### src/rtl/arm_if_pkg.sv
// Shared types and constants for the instruction fetch stage.
package arm_if_pkg;

   // Fetch sequencer states; at most one imem request is ever in flight.
   typedef enum logic [2:0] {
      S_IDLE,
      S_REQ,
      S_WAIT,
      S_DRAIN,
      S_STALL
   } if_state_e;

   // Sequential fetch step in bytes.
   localparam int PC_INC       = 4;
   // Branch targets are relative to the branch PC plus two words.
   localparam int BR_PC_OFFSET = 8;

endpackage

### src/rtl/if_out_buf.sv
// Output stage of instruction fetch: the register decode sees, plus a
// one-entry skid register for a word that lands while decode is stalled.
module if_out_buf
   import arm_if_pkg::*;
#(
   parameter int ADDR_W = 32
) (
   input  logic              clk,
   input  logic              reset_n,
   input  logic              flush,
   input  logic              push,
   input  logic [31:0]       push_instr,
   input  logic [ADDR_W-1:0] push_pc,
   input  logic              if_ready,
   output logic              if_valid,
   output logic [31:0]       if_instr,
   output logic [ADDR_W-1:0] if_pc,
   output logic              slot_free
);

   logic              out_vld_q, out_vld_d;
   logic [31:0]       out_instr_q, out_instr_d;
   logic [ADDR_W-1:0] out_pc_q, out_pc_d;
   logic              skd_vld_q, skd_vld_d;
   logic [31:0]       skd_instr_q, skd_instr_d;
   logic [ADDR_W-1:0] skd_pc_q, skd_pc_d;

   // The output slot can take a new word if it is empty or being consumed now.
   assign slot_free = !out_vld_q || if_ready;

   // Next-state for output and skid registers; a flush drops both entries.
   always_comb begin
      out_vld_d   = out_vld_q;
      out_instr_d = out_instr_q;
      out_pc_d    = out_pc_q;
      skd_vld_d   = skd_vld_q;
      skd_instr_d = skd_instr_q;
      skd_pc_d    = skd_pc_q;
      if (flush) begin
         out_vld_d = 1'b0;
         skd_vld_d = 1'b0;
      end else if (push) begin
         if (slot_free) begin
            out_vld_d   = 1'b1;
            out_instr_d = push_instr;
            out_pc_d    = push_pc;
         end else begin
            skd_vld_d   = 1'b1;
            skd_instr_d = push_instr;
            skd_pc_d    = push_pc;
         end
      end else if (if_ready) begin
         // Consumed word is replaced by the skid entry if one is waiting.
         out_vld_d = skd_vld_q;
         if (skd_vld_q) begin
            out_instr_d = skd_instr_q;
            out_pc_d    = skd_pc_q;
         end
         skd_vld_d = 1'b0;
      end
   end

   // Register update with synchronous active-low reset.
   always_ff @(posedge clk) begin
      if (!reset_n) begin
         out_vld_q   <= 1'b0;
         out_instr_q <= '0;
         out_pc_q    <= '0;
         skd_vld_q   <= 1'b0;
         skd_instr_q <= '0;
         skd_pc_q    <= '0;
      end else begin
         out_vld_q   <= out_vld_d;
         out_instr_q <= out_instr_d;
         out_pc_q    <= out_pc_d;
         skd_vld_q   <= skd_vld_d;
         skd_instr_q <= skd_instr_d;
         skd_pc_q    <= skd_pc_d;
      end
   end

   assign if_valid = out_vld_q;
   assign if_instr = out_instr_q;
   assign if_pc    = out_pc_q;

endmodule

### src/rtl/instr_fetch.sv
// Multi-cycle instruction fetch: PC, request sequencer and branch redirect.
// Optional feature macro IF_PERF_CNT_EN adds fetched/stall performance counters.
module instr_fetch
   import arm_if_pkg::*;
#(
   parameter int                ADDR_W   = 32,
   parameter logic [ADDR_W-1:0] RESET_PC = '0
) (
   input  logic              clk,
   input  logic              reset_n,
   output logic              imem_req,
   output logic [ADDR_W-1:0] imem_addr,
   input  logic              imem_ack,
   input  logic [31:0]       imem_rdata,
   output logic              if_valid,
   input  logic              if_ready,
   output logic [31:0]       if_instr,
   output logic [ADDR_W-1:0] if_pc,
   input  logic              br_taken,
   input  logic [ADDR_W-1:0] br_pc,
   input  logic [31:0]       br_imm
`ifdef IF_PERF_CNT_EN
   ,
   output logic [31:0]       perf_fetched,
   output logic [31:0]       perf_stall
`endif
);

   if_state_e         state_q, state_d;
   logic [ADDR_W-1:0] pc_q, pc_d;
   logic [ADDR_W-1:0] br_tgt;
   logic              push;
   logic              slot_free;

   // Redirect target, word aligned, modular add (negative offsets wrap).
   always_comb begin
      br_tgt = br_pc + ADDR_W'(BR_PC_OFFSET) + ADDR_W'(br_imm);
      br_tgt = {br_tgt[ADDR_W-1:2], 2'b00};
   end

   // Sequencer next state and PC; a branch overrides everything else.
   always_comb begin
      state_d = state_q;
      pc_d    = pc_q;
      push    = 1'b0;
      case (state_q)
         S_IDLE:  state_d = S_REQ;
         S_REQ:   state_d = S_WAIT;
         S_WAIT: begin
            if (imem_ack) begin
               push    = 1'b1;
               pc_d    = pc_q + ADDR_W'(PC_INC);
               state_d = slot_free ? S_REQ : S_STALL;
            end
         end
         S_STALL: if (if_ready) state_d = S_REQ;
         S_DRAIN: if (imem_ack) state_d = S_REQ;
         default: state_d = S_IDLE;
      endcase
      if (br_taken) begin
         push = 1'b0;
         pc_d = br_tgt;
         case (state_q)
            S_REQ:   state_d = S_DRAIN;
            // An ack arriving with the redirect closes the stale request.
            S_WAIT,
            S_DRAIN: state_d = imem_ack ? S_REQ : S_DRAIN;
            default: state_d = S_REQ;
         endcase
      end
   end

   // State and PC registers.
   always_ff @(posedge clk) begin
      if (!reset_n) begin
         state_q <= S_IDLE;
         pc_q    <= RESET_PC;
      end else begin
         state_q <= state_d;
         pc_q    <= pc_d;
      end
   end

   assign imem_req  = (state_q == S_REQ);
   assign imem_addr = imem_req ? pc_q : '0;

   if_out_buf #(.ADDR_W(ADDR_W)) u_out_buf (
      .clk        (clk),
      .reset_n    (reset_n),
      .flush      (br_taken),
      .push       (push),
      .push_instr (imem_rdata),
      .push_pc    (pc_q),
      .if_ready   (if_ready),
      .if_valid   (if_valid),
      .if_instr   (if_instr),
      .if_pc      (if_pc),
      .slot_free  (slot_free)
   );

`ifdef IF_PERF_CNT_EN
   logic [31:0] perf_fetched_q, perf_fetched_d;
   logic [31:0] perf_stall_q, perf_stall_d;

   // Count accepted (non-void) handshakes and decode back-pressure cycles.
   always_comb begin
      perf_fetched_d = perf_fetched_q;
      perf_stall_d   = perf_stall_q;
      if (if_valid && if_ready && !br_taken) perf_fetched_d = perf_fetched_q + 32'd1;
      if (if_valid && !if_ready)             perf_stall_d   = perf_stall_q + 32'd1;
   end

   // Counter registers, wrapping naturally at 2^32.
   always_ff @(posedge clk) begin
      if (!reset_n) begin
         perf_fetched_q <= '0;
         perf_stall_q   <= '0;
      end else begin
         perf_fetched_q <= perf_fetched_d;
         perf_stall_q   <= perf_stall_d;
      end
   end

   assign perf_fetched = perf_fetched_q;
   assign perf_stall   = perf_stall_q;
`else
   // Performance counters not built in this configuration.
`endif

endmodule

### config.mk
export PLATFORM = sky130hd
export DESIGN_NAME = instr_fetch
export DESIGN_NICKNAME = d
export VERILOG_FILES = /design/src/rtl/arm_if_pkg.sv /design/src/rtl/if_out_buf.sv /design/src/rtl/instr_fetch.sv
export SDC_FILE = /design/constraint.sdc
export NUM_CORES = 1
export LEC_CHECK = 0
export ABC_AREA = 1
export BUFFER_PORTS_ARGS = -buffer_cell sky130_fd_sc_hd__buf_2
export CAP_MARGIN = 20
export CORE_UTILIZATION = 45
export DETAILED_ROUTE_END_ITERATION = 12
export PLACE_DENSITY = 0.67
export SYNTH_ARGS = -nofsm -noshare
export SYNTH_HDL_FRONTEND = slang
export SYNTH_HIERARCHICAL = 1
export SYNTH_SLANG_ARGS = --single-unit
### constraint.sdc
create_clock -name clk -period 2.7 [get_ports clk]
set_input_delay 0.27 -clock clk [delete_from_list [all_inputs] [get_ports clk]]
set_output_delay 0.27 -clock clk [all_outputs]
set_load 0.02 [all_outputs]
==> results of run 1 <==
Yosys cell counts, types with 2 or more instances:
| master | n |
|---|---|
| nor3_2 | 3 |
| buf_4 | 5 |
| nand3_1 | 124 |
| a211oi_1 | 2 |
| nor3_1 | 10 |
| nor3_4 | 2 |
| or2_2 | 2 |
| a21oi_1 | 53 |
| buf_2 | 17 |
| nand2_2 | 4 |
| nand2_1 | 526 |
| nand4_1 | 18 |
| o21ai_0 | 98 |
| inv_1 | 300 |
| buf_1 | 4 |
| nor2_4 | 5 |
| nor2_1 | 362 |
| o21ai_1 | 4 |
| nor2_2 | 3 |
| o21bai_1 | 7 |
| ha_1 | 60 |
| inv_2 | 2 |
| xor2_1 | 12 |
| dfxtp_1 | 163 |
| clkbuf_1 | 47 |
| nand3b_1 | 2 |
| a31oi_1 | 7 |
| buf_6 | 7 |
| o211ai_1 | 4 |
registers in the layout, indices dropped and copies added (netlist names):
register               flops
u_out_buf/skd_vld_q        1
u_out_buf/skd_instr_q     32
pc_q                      30
state_q                    3
u_out_buf/if_instr        32
u_out_buf/if_pc           32
u_out_buf/if_valid         1
u_out_buf/skd_pc_q        32
report_power, final:
group | internal (W) | switching (W)
Combinational | 0.000426 | 0.000841
Clock | 0.00137 | 0.00104
Sequential | 0.00247 | 0.0000943
worst max-delay path: cells and delay by family (launching register included):
family                 cells  cell delay (ns)
and+or+nand+nor            2             0.59
DFF                        1             0.40
buffers and inverters      3             0.78
cells by family (layout without fill, tap and decap cells):
logic type | Yosys count | count (layout) | share of synthesized area, %
simple gates | 1067 | 1067 | 39.7
compound gates | 181 | 181 | 8.81
flops | 163 | 163 | 29.6
fa+ha+maj | 61 | 61 | 6.98
other cells | 1 | 4 | 0.0340
buf+inv | 383 | 548 | 13.9
xor+xnor | 13 | 13 | 1.03
per-stage QoR:
step           cells  cell area [um^2]  setup slack, ns  hold slack [ns]  utilization (%)
2_1_floorplan   1872             11000            0.663            0.450                -
3_3_place_gp    2326             12200            0.351            0.462             51.6
3_5_place_dp    2326             12200            0.354            0.472             51.6
4_1_cts         2356             12800            0.230            0.157             54.0
5_1_grt         2356             12800           0.0243            0.177             54.0
6_report        2356             12800            0.215            0.163             54.0
worst min-delay path by stage:
stage	slack [ns]	to	depth (start not counted)
floorplan	0.45	u_out_buf/if_valid	2
global placement	0.46	u_out_buf/skd_instr_q[18]	2
detailed placement	0.47	u_out_buf/skd_instr_q[6]	2
CTS	0.16	u_out_buf/skd_instr_q[14]	5
global route	0.18	u_out_buf/skd_vld_q	4
finish	0.16	u_out_buf/skd_instr_q[17]	5
layer usage:
| layer | vias up | track usage [%] | share of wire (%) |
|---|---|---|---|
| met5 | - | 0 | 0 |
| met3 | 52 | 3.70 | 4.7 |
| met1 | 4980 | 32.8 | 48 |
| met2 | 275 | 40.0 | 45 |
| li1 | 6035 | - | - |
| met4 | 0 | 7.83 | 2.1 |
final cells by class:
type / instances / area, um^2 / share of cell area [%]
Sequential cell: 163 / 3260 / 25.4
Timing Repair Buffer: 215 / 1180 / 9.17
Multi-Input combinational cell: 1326 / 6270 / 48.9
Clock buffer: 17 / 425 / 3.32
Clock inverter: 13 / 153 / 1.19
Tap cell: 319 / 399 / 3.11
Inverter: 303 / 1140 / 8.90
==> qor.csv, run 1 <==
metric,value,unit
outcome,finished clean,
grt_max_degree,65,
grt_pass1_vias,10200,
finalSetupViolCount,0,
path_max_fanout,31,
grt.total_usage,24.5,%
start_util,46.5,%
hold_buffers,0,
required,2.43,ns
antenna_cells,0,
tightest_slew,0.973,ns
num_vias,11300,
setup_tns,0,ns
powerDensity,487,mW/mm^2
worst_path_largest_cell_delay,0.46,ns
drive_gt1_share,13.5,%
r2r-start,state_q[2],
cpMostUsedCell,inv_1,
antenna_found_initial,0,
rsz0062_at_grt,no,
clk_pin_slew,0.07,ns
gp_congestion,0.897,
period_share,92.0,%
slew_viol_final,0,
dr.first_iter.drc_count,842,
gr-total-overflow,0,
final_common_cell,nand2_1,
clock-root-buffer,clkbuf_16,
ys.flop_type,dfxtp_1,
finalCriticalPeriod,2.49,ns
ir_drop,0.406,mV
cts_made_buffers,17,
ant_nets,0,
yosysWarnings,6,
ys_ff_latch,163,
post_drt_wl_per_cell,12.8,um
via_per_inst,4.81,
hpwl,22100,um
r2r_cells,10,
worstSetupStartpoint,state_q[0],
slowest_stage,inv_1,
leakagePower,7.00,nW
synth_edf_count,0,
cts_sinks,163,
hp-start,imem_rdata[17],
path_class,flop to primary output,
rows,56,
synth_cells,1869,
die_w,159,um
worstPathCellList,inv_1 > nor3_1 > inv_1 > nor2_1 > buf_2,
maxCapViolations,0,
reg2reg_to,u_out_buf/skd_pc_q[23],
post_cts_resized,0,
max_freq,402,MHz
synth_cell_types,45,
end_kind,primary output,
rrSetupSlack,0.52,ns
max-slew-margin-rel,35.1,%
dieArea,0.0252,mm^2
pin_count,199,
drt_pass1_iterations,5,
post_cts_buffers,0,
numPortBuffers,196,
synth_top_area_cell,dfxtp_1,
hold_class,input port to flop,
insertion_delay,0.43,ns
power,0.00624,W
synth_top_area_share,29.6,%
synthTopCellsByArea,"dfxtp_1 30%, nand2_1 18%, nor2_1 12%",
arrival,2.22,ns
drt_wl_total,30100,um
area_growth,16.2,%
mostFrequentLayoutCells,"525 x nand2_1, 361 x nor2_1, 299 x inv_1, 195 x buf_2, 163 x dfxtp_1",
grt_pass1_wl,49100,um
clock_skew,0.0105,ns
core_area,0.0238,mm^2
route.detailed.drc,0,
start_kind,flop,
die-height,159,um
yosysSeqAreaShare,29.6,%
tritoncts,yes,
avgSynthCellArea,5.91,um^2
final_hold_viol_count,0,
syn_area,0.0110,mm^2
async_flop_share,0,%
clock_path_buffers,2,
fillers,2496,
final_nets,2188,
crit_path_end,imem_addr[23],
h-tree-depth,4,
Note: power is estimated with default switching activity, not from simulation.
==> inputs of run 2 (changes only) <==
--- a/config.mk
+++ b/config.mk
@@ -8,6 +8,7 @@
 export ABC_AREA = 1
 export BUFFER_PORTS_ARGS = -buffer_cell sky130_fd_sc_hd__buf_2
 export CAP_MARGIN = 20
+export CORE_MARGIN = 1.5
 export CORE_UTILIZATION = 45
 export DETAILED_ROUTE_END_ITERATION = 12
 export PLACE_DENSITY = 0.67
==> run 2 against run 1 <==
Compared with the run above:
- worst setup slack improved by 0.12 ns
- combinational power about the same
- maximum frequency increased by 5.1%
- clock skew increased by 0.0086 ns
- power decreased by 1.8%
- clock power decreased by 4%
- cell count increased by 0.21%
- critical path type is now flop to flop
==> qor.csv, run 2 (same netlist as run 1, synthesis figures left out) <==
metric,value,unit,change
mostFrequentLayoutCells,"525 x nand2_1, 361 x nor2_1, 299 x inv_1, 195 x buf_2, 163 x dfxtp_1",,unchanged
final_hold_viol_count,0,,unchanged
p_clk_share,37.8,%,was 38.7%
insertion_delay,0.44,ns,was 0.43 ns
grt.total_usage,23.5,%,was 24.5%
clock_path_buffers,2,,unchanged
hold_class,input port to flop,,unchanged
slowest_stage,buf_4,,was inv_1
rsz0062_at_grt,no,,unchanged
worst_path_largest_cell_delay,0.41,ns,was 0.46 ns
numPortBuffers,196,,unchanged
antenna_cells,0,,unchanged
num_vias,11400,,"was 11,300"
rrSetupSlack,0.34,ns,was 0.52 ns
net-switching-power,0.00196,W,was 0.00198 W
rows,57,,was 56
area_growth,16.1,%,was 16.2%
dieArea,0.0255,mm^2,was 0.0252 mm^2
ir_drop,0.453,mV,was 0.406 mV
cpMostUsedCell,nor2_1,,was inv_1
die_w,160,um,was 159 um
grt_max_degree,105,,was 65
max-slew-margin-rel,39.5,%,was 35.1%
path_max_fanout,104,,was 31
die-height,160,um,was 159 um
seq_power_share,41.7,%,was 41.0%
start_kind,flop,,unchanged
cts_sinks,163,,unchanged
h-tree-depth,4,,unchanged
worstPathCellList,inv_1 > nand2_1 > inv_2 > nand3_2 > nor2_1 > clkinv_2 > buf_4 > nand2_1 > o21ai_0 > nor2_1 > nor2_1,,was inv_1 > nor3_1 > inv_1 > nor2_1 > buf_2
clock_skew,0.0191,ns,was 0.0105 ns
maxCapViolations,0,,unchanged
post_cts_resized,0,,unchanged
finalSetupViolCount,0,,unchanged
hpwl,21500,um,"was 22,100 um"
combPwrFrac,20.4,%,was 20.3%
outcome,finished clean,,unchanged
swShare,32.0,%,was 31.7%
end_kind,flop,,was primary output
tritoncts,yes,,unchanged
gp_congestion,0.940,,was 0.897
drive_gt1_share,13.5,%,unchanged
finalCriticalPeriod,2.36,ns,was 2.49 ns
clk_pin_slew,0.07,ns,about the same
tightest_slew,0.908,ns,was 0.973 ns
final_util,53.0,%,was 54.0%
drt_pass1_iterations,5,,unchanged
path_class,flop to flop,,was flop to primary output
final_common_cell,nand2_1,,unchanged
powerDensity,478,mW/mm^2,was 487 mW/mm^2
period_share,87.6,%,was 92.0%
dr.first_iter.drc_count,829,,was 842
grt_pass1_vias,10400,,"was 10,200"
drt_wl_total,29700,um,"was 30,100 um"
post_drt_wl_per_cell,12.6,um,was 12.8 um
route.detailed.drc,0,,unchanged
antenna_found_initial,0,,unchanged
start_util,45.7,%,was 46.5%
cts_made_buffers,17,,unchanged
post_cts_buffers,0,,unchanged
max_freq,423,MHz,was 402 MHz
pin_count,199,,unchanged
gr-total-overflow,0,,unchanged
leakagePower,7.00,nW,about the same
slew_viol_final,0,,unchanged
fillers,2567,,"was 2,496"
hold_buffers,0,,unchanged
grt_pass1_wl,49300,um,"was 49,100 um"
p_int,0.00417,W,was 0.00426 W
final_nets,2187,,"was 2,188"
setup_tns,0,ns,unchanged
via_per_inst,4.83,,was 4.81
core_area,0.0242,mm^2,was 0.0238 mm^2
required,3.03,ns,was 2.43 ns
ant_nets,0,,unchanged
arrival,2.69,ns,was 2.22 ns
clock-root-buffer,clkbuf_16,,unchanged
run 2: power groups by stage:
stage	Clock [W]	Combinational (W)	Sequential (W)
after global routing	0.00246	0.00143	0.00257
after global placement	0	0.00124	0.00261
after floorplan	0	0.000871	0.00259
after detailed placement	0	0.00124	0.00261
final	0.00232	0.00125	0.00256
after CTS	0.00236	0.00125	0.00255
run 2: critical path, delay by kind of cell, from the launching register on:
kind                   cells  cell delay (ns)
AO/OA/AOI/OAI              1             0.09
AND/OR/NAND/NOR            6             1.01
flip-flops                 1             0.31
buffers and inverters      4             0.77
run 2: final timing paths:
kind | startpoint | end | depth (start not counted)
worst min-delay path | imem_rdata[16] | u_out_buf/skd_instr_q[16] | 5
worst max-delay path | state_q[2] | u_out_buf/if_instr[4] | 11
worst min register to register | u_out_buf/skd_pc_q[19] | u_out_buf/skd_pc_q[19] | 2
worst max register to register | state_q[2] | u_out_buf/if_instr[4] | 11
run 2: through the flow:
stage          hold slack (ns)  worst slack [ns]  power, W  cell area, um^2  cells
5_1_grt                  0.183            0.0736   0.00645            12800   2361
3_3_place_gp             0.461             0.306   0.00385            12300   2330
6_report                 0.161             0.336   0.00613            12800   2361
3_5_place_dp             0.472             0.289   0.00385            12300   2330
4_1_cts                  0.153             0.339   0.00617            12800   2361
2_1_floorplan            0.450             0.663   0.00346            11000   1872
run 2: final cells by class:
| class | instances | area, um^2 | area share [%] |
|---|---|---|---|
| tap | 324 | 405 | 3.16 |
| clock buffer | 17 | 425 | 3.32 |
| multi-input combinational | 1326 | 6270 | 48.9 |
| sequential | 163 | 3260 | 25.5 |
| inverter | 303 | 1140 | 8.90 |
| clock inverter | 14 | 131 | 1.03 |
| timing repair buffer | 214 | 1180 | 9.22 |
run 2: layer usage:
metal | part of all wire, % | routed length [um] | global-route usage (%)
met1 | 46 | 13700 | 30.2
met2 | 46 | 13800 | 40.0
met3 | 4.8 | 1420 | 2.70
met4 | 2.7 | 796 | 9.35
met5 | 0 | 0 | 0
==> inputs of run 3 (changes only) <==
--- a/config.mk
+++ b/config.mk
@@ -5,7 +5,7 @@
 export SDC_FILE = /design/constraint.sdc
 export NUM_CORES = 1
 export LEC_CHECK = 0
-export ABC_AREA = 1
+export ABC_AREA = 0
 export BUFFER_PORTS_ARGS = -buffer_cell sky130_fd_sc_hd__buf_2
 export CAP_MARGIN = 20
 export CORE_MARGIN = 1.5
==> run 3 against run 2 <==
Compared with the run above:
- register-to-register slack improved by 0.10 ns
- routed wire length decreased by 20%
- via count decreased by 24%
- sequential cell count unchanged
- worst setup slack got worse by 0.044 ns
- critical path type is now flop to primary output
- combinational power decreased by 11%
- critical endpoint is now imem_addr[21]
- worst hold slack got worse by 0.070 ns
- first-iteration DRC count decreased by 42%
- sequential share of layout area increased by 2.2 points
- count of clock-buffer cells in the layout increased by 1
==> qor.csv, run 3 <==
metric,value,unit,change
period_share,89.2,%,was 87.6%
r2r-start,state_q[1],,was state_q[2]
hold_class,input port to flop,,unchanged
drive_gt1_share,24.8,%,was 13.5%
num_vias,8638,,"was 11,400"
dieArea,0.0236,mm^2,was 0.0255 mm^2
seq_power_share,41.8,%,was 41.7%
drt_wl_total,23600,um,"was 29,700 um"
clock_skew,0.00746,ns,was 0.0191 ns
yosysSeqAreaShare,32.0,%,was 29.6%
cts_sinks,163,,unchanged
via_per_inst,5.32,,was 4.83
clock-root-buffer,clkbuf_16,,unchanged
route.detailed.drc,0,,unchanged
path_class,flop to primary output,,was flop to flop
p_int,0.00443,W,was 0.00417 W
hold_buffers,0,,unchanged
synth_cell_types,79,,was 45
antenna_cells,0,,unchanged
tightest_slew,0.726,ns,was 0.908 ns
synth_commonest_cells,"230 x nand2_1, 163 x dfxtp_1, 70 x o211ai_1",,"was 526 x nand2_1, 362 x nor2_1, 300 x inv_1"
slew_viol_final,0,,unchanged
setup_tns,0,ns,unchanged
clk_pin_slew,0.07,ns,about the same
drt_pass1_iterations,5,,unchanged
post_cts_buffers,0,,unchanged
finalCriticalPeriod,2.41,ns,was 2.36 ns
maxCapViolations,0,,unchanged
final_hold_viol_count,0,,unchanged
required,2.43,ns,was 3.03 ns
synth_edf_count,0,,unchanged
ys.flop_type,dfxtp_1,,unchanged
async_flop_share,0,%,unchanged
max-slew-margin-rel,51.6,%,was 39.5%
area_growth,15.7,%,was 16.1%
syn_area,0.0102,mm^2,was 0.0110 mm^2
outcome,finished clean,,unchanged
grt_max_degree,107,,was 105
final_common_cell,nand2_1,,unchanged
pin_count,199,,unchanged
grt.total_usage,20.2,%,was 23.5%
powerDensity,523,mW/mm^2,was 478 mW/mm^2
post_drt_wl_per_cell,14.5,um,was 12.6 um
die-height,154,um,was 160 um
start_kind,flop,,unchanged
die_w,154,um,was 160 um
leakagePower,4.63,nW,was 7.00 nW
cts_made_buffers,17,,unchanged
yosysWarnings,6,,unchanged
finalSetupViolCount,0,,unchanged
net-switching-power,0.00174,W,was 0.00196 W
power,0.00617,W,was 0.00613 W
grt_pass1_vias,8057,,"was 10,400"
insertion_delay,0.42,ns,was 0.44 ns
clock_path_buffers,2,,unchanged
swShare,28.3,%,was 32.0%
end_kind,primary output,,was flop
hpwl,17000,um,"was 21,500 um"
hp-start,imem_rdata[8],,was imem_rdata[16]
tritoncts,yes,,unchanged
rows,54,,was 57
gr-total-overflow,0,,unchanged
p_clk_share,40.3,%,was 37.8%
core_area,0.0220,mm^2,was 0.0242 mm^2
mostFrequentLayoutCells,"230 x nand2_1, 195 x buf_2, 163 x dfxtp_1, 70 x o211ai_1, 65 x mux2i_1",,"was 525 x nand2_1, 361 x nor2_1, 299 x inv_1, 195 x buf_2, 163 x dfxtp_1"
h-tree-depth,4,,unchanged
synthTopCellsByArea,"dfxtp_1 32%, nand2_1 8.5%, ha_1 7.4%",,"was dfxtp_1 30%, nand2_1 18%, nor2_1 12%"
ys_ff_latch,163,,unchanged
dr.first_iter.drc_count,482,,was 829
avgSynthCellArea,8.77,um^2,was 5.91 um^2
numPortBuffers,196,,unchanged
antenna_found_initial,0,,unchanged
synth_top_area_cell,dfxtp_1,,unchanged
rsz0062_at_grt,no,,unchanged
combPwrFrac,17.9,%,was 20.4%
ant_nets,0,,unchanged
path_max_fanout,21,,was 104
synth_cells,1164,,"was 1,869"
arrival,2.14,ns,was 2.69 ns
start_util,46.3,%,was 45.7%
gp_congestion,0.861,,was 0.940
yosysMostFrequentCell,nand2_1,,unchanged
ir_drop,0.381,mV,was 0.453 mV
max_freq,415,MHz,was 423 MHz
final_nets,1493,,"was 2,187"
grt_pass1_wl,39500,um,"was 49,300 um"
synth_top_area_share,32.0,%,was 29.6%
post_cts_resized,0,,unchanged
worstSetupStartpoint,state_q[1],,was state_q[2]
==> run 3: cells by family (layout without fill, tap and decap cells) <==
family,Yosys count,in the layout,share of synthesized area (%)
XOR/XNOR,51,51,4.38
other,1,6,0.0368
buffers and inverters,95,270,6.98
multiplexers,66,66,6.49
AND/OR/NAND/NOR,462,462,24.1
AO/OA/AOI/OAI,265,265,18.5
flip-flops,163,163,32.0
adder cells (fa/ha/maj),61,61,7.55
==> run 3: power by group through the flow <==
stage | clock network (W) | logic (W) | registers [W]
6_report | 0.00249 | 0.00111 | 0.00258
5_1_grt | 0.00265 | 0.00123 | 0.00259
4_1_cts | 0.00255 | 0.00111 | 0.00258
3_5_place_dp | 0 | 0.00110 | 0.00263
3_3_place_gp | 0 | 0.00110 | 0.00263
2_1_floorplan | 0 | 0.000814 | 0.00259
==> run 3: worst max-delay path, cell delays in order (launching register included) <==
cell,delay (ns)
dfxtp_1,0.38
nand2b_1,0.18
nor2_1,0.45
buf_4,0.32
and2_1,0.20
buf_2,0.18
==> run 3: cell type report <==
| class | instances | area (um^2) |
|---|---|---|
| fillers | 2116 | 10200 |
| multi-input cells | 911 | 6290 |
| flip-flops and latches | 163 | 3260 |
| repair buffers | 223 | 1240 |
| clock buffers | 18 | 429 |
| well taps | 280 | 350 |
| clock inverters | 14 | 178 |
| inverters | 15 | 56.3 |
==> run 3: per-layer routing <==
layer | global-route usage, % | share of wire (%) | up-vias
met5 | 0 | 0 | -
met1 | 27.3 | 48 | 3980
met2 | 33.4 | 46 | 227
met4 | 6.52 | 1.4 | 0
met3 | 2.82 | 4.7 | 20
li1 | - | - | 4411
==> run 3: worst paths after layout <==
kind	depth (start not counted)	to	slack, ns
min	3	u_out_buf/skd_instr_q[8]	0.09
max reg2reg	6	u_out_buf/if_instr[27]	0.44
max	5	imem_addr[21]	0.29
min reg2reg	2	u_out_buf/skd_pc_q[25]	0.45
==> run 3: stage by stage <==
step                cells  setup WS (ns)  hold WS, ns  utilization [%]  area [um^2]
detailed placement   1592        -0.0369        0.445             50.8        11200
global placement     1592         0.0354        0.439             50.8        11200
finish               1624          0.292       0.0915             53.6        11800
floorplan            1169          0.303        0.387                -        10200
CTS                  1624          0.313       0.0718             53.6        11800
global route         1624          0.147       0.0781             53.6        11800
